## config.mk

```make
export PLATFORM = sky130hd
export DESIGN_NAME = blink_monitor_flat
export DESIGN_NICKNAME = d
export VERILOG_FILES = /design/src/rtl/blink_monitor_if.sv /design/src/rtl/blink_monitor.sv /design/src/flat_wrapper.sv
export SDC_FILE = /design/constraint.sdc
export NUM_CORES = 1
export LEC_CHECK = 0
export CAP_MARGIN = 5
export CORE_AREA = 4 4 112 114
export CTS_BUF_LIST = sky130_fd_sc_hd__clkbuf_8
export CTS_CLUSTER_DIAMETER = 120
export DETAILED_ROUTE_END_ITERATION = 16
export DIE_AREA = 0 0 116 118
export HOLD_SLACK_MARGIN = 0.1
export PLACE_DENSITY = 0.8
export SYNTH_ARGS = -nofsm -noshare
export SYNTH_HDL_FRONTEND = slang
export SYNTH_SLANG_ARGS = --single-unit
```

## constraint.sdc

```tcl
create_clock -name clk -period 5.77 [get_ports clk]
set_input_delay 1.4425 -clock clk [delete_from_list [all_inputs] [get_ports clk]]
set_output_delay 1.4425 -clock clk [all_outputs]
set_load 0.01 [all_outputs]
```

## src/rtl/blink_monitor_if.sv

```systemverilog
// blink_monitor_if: LED-monitor bus between the observed board and the checker.
// master drives leds_in/clr_err and reads the status; slave is the monitor itself.
interface blink_monitor_if;
  logic [7:0]  leds_in;
  logic        clr_err;
  logic        locked;
  logic        period_done;
  logic [15:0] period_count;
  logic [31:0] last_on_len;
  logic [31:0] last_off_len;
  logic        err;
  logic [1:0]  err_code;

  modport master (
    output leds_in, clr_err,
    input  locked, period_done, period_count,
    input  last_on_len, last_off_len, err, err_code
  );

  modport slave (
    input  leds_in, clr_err,
    output locked, period_done, period_count,
    output last_on_len, last_off_len, err, err_code
  );
endinterface

```

## src/rtl/blink_monitor.sv

```systemverilog
// blink_monitor: measures LED ON/OFF hold times and checks them against windows.
// Ports: clk, rst (async high), bus (slave: leds_in, clr_err in; status out).
// Optional BLINK_MON_GLITCH_FILTER_EN: debounce the synchronized LED value.
module blink_monitor #(
  parameter logic [7:0]  ON_PATTERN    = 8'h55,
  parameter logic [7:0]  OFF_PATTERN   = 8'h00,
  parameter int unsigned ON_CYCLES     = 100_000_000,
  parameter int unsigned OFF_CYCLES    = 50_000_000,
  parameter int unsigned TOL           = 16,
  parameter int unsigned FILTER_CYCLES = 4
) (
  input  logic             clk,
  input  logic             rst,
  blink_monitor_if.slave   bus
);

  localparam logic [1:0] S_HUNT = 2'd0;
  localparam logic [1:0] S_MON  = 2'd1;
  localparam logic [1:0] S_MOFF = 2'd2;
  localparam logic [1:0] S_ERR  = 2'd3;

  localparam logic [1:0] E_NONE  = 2'b00;
  localparam logic [1:0] E_ILL   = 2'b01;
  localparam logic [1:0] E_SHORT = 2'b10;
  localparam logic [1:0] E_LONG  = 2'b11;

  localparam logic [31:0] ON_MIN  = 32'(ON_CYCLES - TOL);
  localparam logic [31:0] ON_MAX  = 32'(ON_CYCLES + TOL);
  localparam logic [31:0] OFF_MIN = 32'(OFF_CYCLES - TOL);
  localparam logic [31:0] OFF_MAX = 32'(OFF_CYCLES + TOL);

  logic [7:0]  sync1_q, sync2_q;
  logic [7:0]  s, s_prev_q;
  logic        edge_s;
  logic [31:0] cnt_q, cnt_d;
  logic [1:0]  st_q, st_d;
  logic        locked_q, locked_d;
  logic        pd_q, pd_d;
  logic [15:0] pcnt_q, pcnt_d;
  logic [31:0] lon_q, lon_d;
  logic [31:0] loff_q, loff_d;
  logic        err_q, err_d;
  logic [1:0]  code_q, code_d;

  always_ff @(posedge clk or posedge rst) begin
    if (rst) begin
      sync1_q <= '0;
      sync2_q <= '0;
    end else begin
      sync1_q <= bus.leds_in;
      sync2_q <= sync1_q;
    end
  end

`ifdef BLINK_MON_GLITCH_FILTER_EN
  localparam logic [7:0] FC = 8'(FILTER_CYCLES);

  logic [7:0] prev2_q, filt_q;
  logic [7:0] stab_q, stab_d;

  // stab counts how many cycles sync2 has held its current value
  always_comb begin
    if (sync2_q != prev2_q) stab_d = 8'd1;
    else if (stab_q >= FC)  stab_d = stab_q;
    else                    stab_d = stab_q + 8'd1;
  end

  always_ff @(posedge clk or posedge rst) begin
    if (rst) begin
      prev2_q <= '0;
      stab_q  <= '0;
      filt_q  <= '0;
    end else begin
      prev2_q <= sync2_q;
      stab_q  <= stab_d;
      if (stab_d >= FC) filt_q <= sync2_q;
    end
  end

  assign s = filt_q;
`else
  assign s = sync2_q;
`endif

  assign edge_s = (s != s_prev_q);

  // run length: 1 on the first cycle of a new value, saturating
  always_comb begin
    if (edge_s)            cnt_d = 32'd1;
    else if (cnt_q == '1)  cnt_d = cnt_q;
    else                   cnt_d = cnt_q + 32'd1;
  end

  always_comb begin
    st_d     = st_q;
    locked_d = locked_q;
    pd_d     = 1'b0;
    pcnt_d   = pcnt_q;
    lon_d    = lon_q;
    loff_d   = loff_q;
    err_d    = err_q;
    code_d   = code_q;
    unique case (st_q)
      S_HUNT: begin
        if (edge_s && s == ON_PATTERN)  st_d = S_MON;
        if (edge_s && s == OFF_PATTERN) st_d = S_MOFF;
      end
      S_MON: begin
        if (edge_s) begin
          st_d = S_ERR;
          if (s != OFF_PATTERN)  code_d = E_ILL;
          else if (cnt_q < ON_MIN) code_d = E_SHORT;
          else if (cnt_q > ON_MAX) code_d = E_LONG;
          else begin
            st_d  = S_MOFF;
            lon_d = cnt_q;
          end
        end else if (cnt_q >= ON_MAX) begin
          // counter is about to pass the window: fail now
          st_d   = S_ERR;
          code_d = E_LONG;
        end
      end
      S_MOFF: begin
        if (edge_s) begin
          st_d = S_ERR;
          if (s != ON_PATTERN)      code_d = E_ILL;
          else if (cnt_q < OFF_MIN) code_d = E_SHORT;
          else if (cnt_q > OFF_MAX) code_d = E_LONG;
          else begin
            st_d     = S_MON;
            loff_d   = cnt_q;
            pd_d     = 1'b1;
            locked_d = 1'b1;
            if (pcnt_q != '1) pcnt_d = pcnt_q + 16'd1;
          end
        end else if (cnt_q >= OFF_MAX) begin
          st_d   = S_ERR;
          code_d = E_LONG;
        end
      end
      S_ERR: begin
        if (bus.clr_err) begin
          st_d   = S_HUNT;
          err_d  = 1'b0;
          code_d = E_NONE;
        end
      end
      default: st_d = S_HUNT;
    endcase
    if (st_q != S_ERR && st_d == S_ERR) begin
      err_d    = 1'b1;
      locked_d = 1'b0;
    end
  end

  always_ff @(posedge clk or posedge rst) begin
    if (rst) begin
      s_prev_q <= '0;
      cnt_q    <= '0;
      st_q     <= S_HUNT;
      locked_q <= 1'b0;
      pd_q     <= 1'b0;
      pcnt_q   <= '0;
      lon_q    <= '0;
      loff_q   <= '0;
      err_q    <= 1'b0;
      code_q   <= E_NONE;
    end else begin
      s_prev_q <= s;
      cnt_q    <= cnt_d;
      st_q     <= st_d;
      locked_q <= locked_d;
      pd_q     <= pd_d;
      pcnt_q   <= pcnt_d;
      lon_q    <= lon_d;
      loff_q   <= loff_d;
      err_q    <= err_d;
      code_q   <= code_d;
    end
  end

  assign bus.locked       = locked_q;
  assign bus.period_done  = pd_q;
  assign bus.period_count = pcnt_q;
  assign bus.last_on_len  = lon_q;
  assign bus.last_off_len = loff_q;
  assign bus.err          = err_q;
  assign bus.err_code     = code_q;

endmodule

```

## src/flat_wrapper.sv

```systemverilog
// flat-port wrapper written by rule: the top's interface ports become plain ports
module blink_monitor_flat 
#(
  parameter logic [7:0]  ON_PATTERN    = 8'h55,
  parameter logic [7:0]  OFF_PATTERN   = 8'h00,
  parameter int unsigned ON_CYCLES     = 100_000_000,
  parameter int unsigned OFF_CYCLES    = 50_000_000,
  parameter int unsigned TOL           = 16,
  parameter int unsigned FILTER_CYCLES = 4
)
  (clk, rst, bus_leds_in, bus_clr_err, bus_locked, bus_period_done, bus_period_count, bus_last_on_len, bus_last_off_len, bus_err, bus_err_code);
  blink_monitor_if bus_i ();
  input  logic clk;
  input  logic rst;
  input wire logic [$bits(bus_i.leds_in)-1:0] bus_leds_in;
  input wire logic [$bits(bus_i.clr_err)-1:0] bus_clr_err;
  output wire logic [$bits(bus_i.locked)-1:0] bus_locked;
  output wire logic [$bits(bus_i.period_done)-1:0] bus_period_done;
  output wire logic [$bits(bus_i.period_count)-1:0] bus_period_count;
  output wire logic [$bits(bus_i.last_on_len)-1:0] bus_last_on_len;
  output wire logic [$bits(bus_i.last_off_len)-1:0] bus_last_off_len;
  output wire logic [$bits(bus_i.err)-1:0] bus_err;
  output wire logic [$bits(bus_i.err_code)-1:0] bus_err_code;
  assign bus_i.leds_in = bus_leds_in;
  assign bus_i.clr_err = bus_clr_err;
  assign bus_locked = bus_i.locked;
  assign bus_period_done = bus_i.period_done;
  assign bus_period_count = bus_i.period_count;
  assign bus_last_on_len = bus_i.last_on_len;
  assign bus_last_off_len = bus_i.last_off_len;
  assign bus_err = bus_i.err;
  assign bus_err_code = bus_i.err_code;
  blink_monitor #(.ON_PATTERN(ON_PATTERN), .OFF_PATTERN(OFF_PATTERN), .ON_CYCLES(ON_CYCLES), .OFF_CYCLES(OFF_CYCLES), .TOL(TOL), .FILTER_CYCLES(FILTER_CYCLES)) u_core (.clk(clk), .rst(rst), .bus(bus_i));
endmodule
```

* Word level (Yosys, flattened, before mapping) *
Index checks and enable logic that the tools add are counted.

word-level totals
  bits in registers = 143
  input port bits = 11
  output and inout port bits = 85
  word-level logic and storage cells = 104

operators by class
  $add $sub $neg = 2
  order comparisons = 6
  equality and inequality tests = 19
  multiplexer cells = 42
  bitwise logic cells = 6
  reductions and logical operators = 17

operators by type and width
  operator               count
  $mux 32                2
  $mux 2                 23
  $add 32x1->32 const B  1
  $eq 32x32->1 const B   1
  $ge 32x26->1 const B   1
  $ge 32x27->1 const B   1
  $gt 32x26->1 const B   1
  $gt 32x27->1 const B   1
  $lt 32x26->1 const B   1
  $lt 32x27->1 const B   1
  $add 16x1->16 const B  1
  $ne 16x16->1 const B   1
  $mux 1                 15
  $reduce_and 5->1       3
  $reduce_and 6->1       2
  $ne 2x2->1 const B     5
  $ne 5x5->1 const B     2
  $eq 8x7->1 const B     1
  $logic_not 8->1        1
  $ne 8x7->1 const B     1
  $ne 8x8->1             1
  $pmux 2 s4             1
  $reduce_bool 2->1      4
  $reduce_bool 8->1      1
  other kinds (10)       20

* Logic depth before layout (Yosys ltp) *
  depth after elaboration = 10
  mapped depth = 10
  gate-level depth less buffers = 9

* Worst setup path before layout *
Ideal clock, no wire load.

  kind = register to register
  start point = register u_core.cnt_q[24]
  end point = register u_core.pcnt_q[1] (netlist: u_core.bus.period_count[1])
  library setup time = 0.125 ns
  arrival time = 2.311 ns
  required time = 5.645 ns
  path slack = 3.334 ns
  cell stages (with the launch flop) = 9
  buffers on the path = 2
  period minus slack after synthesis = 2.436 ns
  path through = dfrtp_1 buf_2 nand3b_1 or3_1 nor3b_2 a2111oi_2 and3_1 buf_2 mux2_2

between the ends
  longest elaborated chain between the ends = 3
  elaborated cells on any way between the ends = 5
  those cells by class = order compare (2); bitwise (2); reduce/logical (1)

ends and longest elaborated chain
  element                                       RTL line                                    source
  start: declaration                            blink_monitor.sv:35                         logic [31:0] cnt_q, cnt_d;
  start signal: assignment                      blink_monitor.sv:171                        cnt_q <= cnt_d;
  $lt 32x26->1 or $gt 32x26->1 (tied branches)  blink_monitor.sv:128, blink_monitor.sv:129
  $not 1->1 (no source line)                    -
  $reduce_and 6->1 (no source line) (*)         -
  end signal: assignment                        blink_monitor.sv:175                        pcnt_q <= pcnt_d;
  end: declaration                              blink_monitor.sv:39                         logic [15:0] pcnt_q, pcnt_d;

Every way passes the cells marked *; elsewhere a longest branch is shown, timed or not.
A chain may end at the register's enable or synchronous reset.

* Worst setup path after layout *
  start point = register u_core.cnt_q[27]
  end point = register u_core.code_q[1] (netlist: u_core.bus.err_code[1])

between the ends
  longest elaborated chain between the ends = 5
  elaborated cells on any way between the ends = 18
  those cells by class = order compare (6); eq/ne (4); mux (7); reduce/logical (1)

ends and longest elaborated chain
  element                                       RTL line                                    source
  $lt 32x26->1 or $lt 32x27->1 (tied branches)  blink_monitor.sv:128, blink_monitor.sv:112
  $mux 2 (on tied branches)                     blink_monitor.sv:128, blink_monitor.sv:112
  $mux 2 (on tied branches)                     blink_monitor.sv:127, blink_monitor.sv:111
  $mux 2 (on tied branches)                     blink_monitor.sv:125, blink_monitor.sv:109
  $pmux 2 s3                                    blink_monitor.sv:103                        unique case (st_q)
  end signal: assignment                        blink_monitor.sv:179                        code_q <= code_d;
  end: declaration                              blink_monitor.sv:43                         logic [1:0] code_q, code_d;

Several ways; a longest one is shown, not always the timed one.

==> impl_results.md <==
* Relative slew slack at 0.239
* Worst-path maximum fanout at 33
* Final Hold Fails at 0
* Placed Cells at roughly 770
* Initial antenna violation count at 0
* R2R Setup Slk at around 2.3 ns
* Internal power at between 1.5 and 2 mW
* Synthesized area at roughly 6200 um^2
* Hold path start: u_core.sync1_q[6]
* Critical R2R Capture: u_core.bus.err_code[1]
* Row count at 39
* Share of the synthesized area in the top cell type at 0.577
* Net switching power at 0.557 mW
* Residual DRC at 0
* Synth top cells by count: dfrtp_1, nand2_1, nor2_1
* Total grt overflow at 0
* Status: completed
* Sink Count at approximately 140
* IO Pins at 96
* NumNets Final at around 670
* Vias at about 4,500
* Initial core utilization at 0.543
* Leakage at between 3 and 4 nW
* Root buffer cell: clkbuf_8
* Hold crit path type: flip-flop to flip-flop
* Die area at 13,700 um^2
* Syn_area_per_cell at approximately 11 um^2
* Core Box Area at ~11,000 um^2
* Synth Flop Type: dfrtp_1
* Clock-pin slew on the worst setup and hold paths at ~0.08 ns
* DR iter-0 viols at ~310
* Finished Layout Cells at around 800
* Hold Path End: u_core.s[6]
* Switching Fraction at 0.261
* Peak VDD IR at approximately 0.14 mV
* Clock power share at 0.398
* Wl on met1 at 5.52 mm
* Max Fclk at between 200 and 300 MHz
* Hold Path Stages at 0
* Netlist cell types at 57
* Drt first pass iters at 7
* Synthesized Nets at 574
* Unrepaired setup endpoints after global routing: no
* Post-DP HPWL at 8.98 mm
* Total of max-cap violations at 0
* Number of synthesis warnings at 0
* Top cells by area, synth: dfrtp_1, xnor2_1, xor2_1
* Element type at the critical path start: flip-flop
* Diode count at 0
* Routability cong. at around 0.92
* DR WL met2 at about 6.2 mm
* Post-CTS resize count at 0
* Max Transition Viols Final at 0
* Count of final setup violators at 0
* Drt via density at 5.58
* Comb power frac at 0.109
* R2r startpoint: u_core.cnt_q[27]
* WL per Instance at about 16 um
* First-pass GRT wire length at approximately 22 mm
* Max Used Layer: met4
* Hold-fix buffers, CTS at 0
* Post-route cell area at ~7700 um^2
* Syn-to-layout area delta at 23.7%
* Hold_ws at approximately 0.35 ns
* Worst setup EP type: flip-flop
* Die X at around 120 um
* Share of layout cells above drive strength 1 at 0.118
* FFs w/ async S/R, synth at 1.00
* Vias in the first global route at about 4,700
* Die Ht at between 100 and 150 um
* Post-synth EDFFs at 0
* Largest area contributor in the netlist: dfrtp_1
* Reg power frac at 0.493
* Worst Path Arrival at about 3.8 ns
* Register-to-Register Path Depth at 7
* Seq/Total Area, Yosys at 0.577
* Max Clock Skew at 0.0166 ns
* Top-count cell post-synth: dfrtp_1
* Largest net degree at the start of global routing at around 110
* Setup TNS at 0 ns
* Port-buffer cells at 95
* GRT Total Usage at 0.198
* # Post-CTS Setup Buffers at 0
* Routed WL at between 10 and 15 mm
* WS Path Type: flip-flop to flip-flop
* Cells after Synth at ~560
* Post-DP Area at ~7200 um^2
* CTS tree: done
* Fillers at around 880
* Total CTS buffers at 17
* CTS H-tree depth at 4
* DRT antenna net count at 0
* Power density cells at about 280 nW/um^2
* Clk buf depth at 2
* Crit path time final at ~3.4 ns
* Met3 wire len at 882 um
* Worst-Skew Late Latency at around 0.45 ns
* CP required at slightly above 6 ns
* Final worst path period share at 0.597
* Slew @ Worst Pin at roughly 1.1 ns
* FF+latch count, synth at about 140
-- per-stage QoR --
step	power [mW]	worst slack, ns	util
finish	2.13	2.33	0.671
global placement	1.29	2.55	0.634
floorplan	1.23	0.490	-
global route	2.23	1.96	0.671
CTS	2.14	2.33	0.671
detailed placement	1.30	2.36	0.634
-- metal layers --
layer	vias to the layer above	track usage
met5	-	0
met4	0	0.0696
met3	26	0.0530
met2	162	0.312
met1	2200	0.264
li1	2094	-
-- state kept, by name, summed over array words and instances (netlist names), 2 cells and up --
signal	count
u_core.cnt_q	32
u_core.bus.err_code	2
u_core.bus.last_off_len	32
u_core.s	8
u_core.bus.period_count	16
u_core.st_q	2
u_core.sync1_q	8
u_core.s_prev_q	8
u_core.bus.last_on_len	32
-- layout make-up --
cell class | count | area [um^2] | area share
clock buffers | 18 | 248 | 0.0323
clock inverters | 14 | 179 | 0.0233
inverters | 19 | 76.3 | 0.00996
multi-input cells | 369 | 2440 | 0.318
flip-flops and latches | 143 | 3580 | 0.467
well taps | 143 | 179 | 0.0233
repair buffers | 97 | 966 | 0.126
-- cells by family (layout without fill, tap and decap cells) --
kind of cell,after synthesis,after routing,share of synthesized area
xor+xnor,47,47,0.0664
flops,143,143,0.577
compound gates,62,62,0.0711
fa+ha+maj,7,7,0.0141
buf+inv,44,148,0.0293
mux,12,12,0.0218
simple gates,241,241,0.220
-- worst max-delay path by stage --
| stage | cells after the start | startpoint | slack (ns) | endpoint |
|---|---|---|---|---|
| after detailed placement | 7 | u_core.cnt_q[27] | 2.36 | u_core.bus.err_code[1] |
| after global routing | 7 | u_core.cnt_q[27] | 1.96 | u_core.bus.err_code[0] |
| after floorplan | 1 | rst | 0.49 | u_core.bus.err |
| after global placement | 7 | u_core.cnt_q[27] | 2.55 | u_core.bus.err_code[0] |
| after CTS | 7 | u_core.cnt_q[27] | 2.33 | u_core.bus.err_code[1] |
| final | 7 | u_core.cnt_q[27] | 2.33 | u_core.bus.err_code[1] |
-- cell usage in the layout (no fill, tap or decap), types with 3 or more instances in the layout --
master / count
nor3b_1: 4
nor3_1: 11
or3_1: 10
dfrtp_1: 143
xnor2_1: 26
nor3_2: 5
ha_1: 7
and3_1: 4
nand2b_1: 13
a31oi_1: 3
nand4_1: 15
nand3b_1: 4
nor2_1: 43
o21ai_0: 14
nor4_1: 7
inv_1: 19
a21oi_1: 17
clkbuf_8: 18
a21o_1: 4
and2_1: 13
a211oi_1: 4
clkdlybuf4s50_1: 95
nand3_1: 22
nand2_1: 44
nor2b_1: 15
xor2_1: 21
bufinv_16: 3
o41ai_1: 4
mux2_2: 12
inv_6: 6
and4_1: 3
or2_2: 12
-- critical path: stages (launching register included) --
cell and delay [ns]:
dfrtp_1 0.45, nor4_1 0.48, nand2_1 0.16, or3_1 0.41, a2111oi_2 0.29, nand2_1 0.75
nand4_1 0.41, mux2_2 0.37
-- power by group through the flow --
stage / Clock [mW] / Combinational (mW) / Sequential [mW]
finish: 0.849 / 0.232 / 1.05
global route: 0.909 / 0.261 / 1.06
CTS: 0.861 / 0.229 / 1.05
detailed placement: 0 / 0.229 / 1.07
global placement: 0 / 0.221 / 1.07
floorplan: 0 / 0.162 / 1.07
Note: power is estimated with default switching activity, not from simulation.
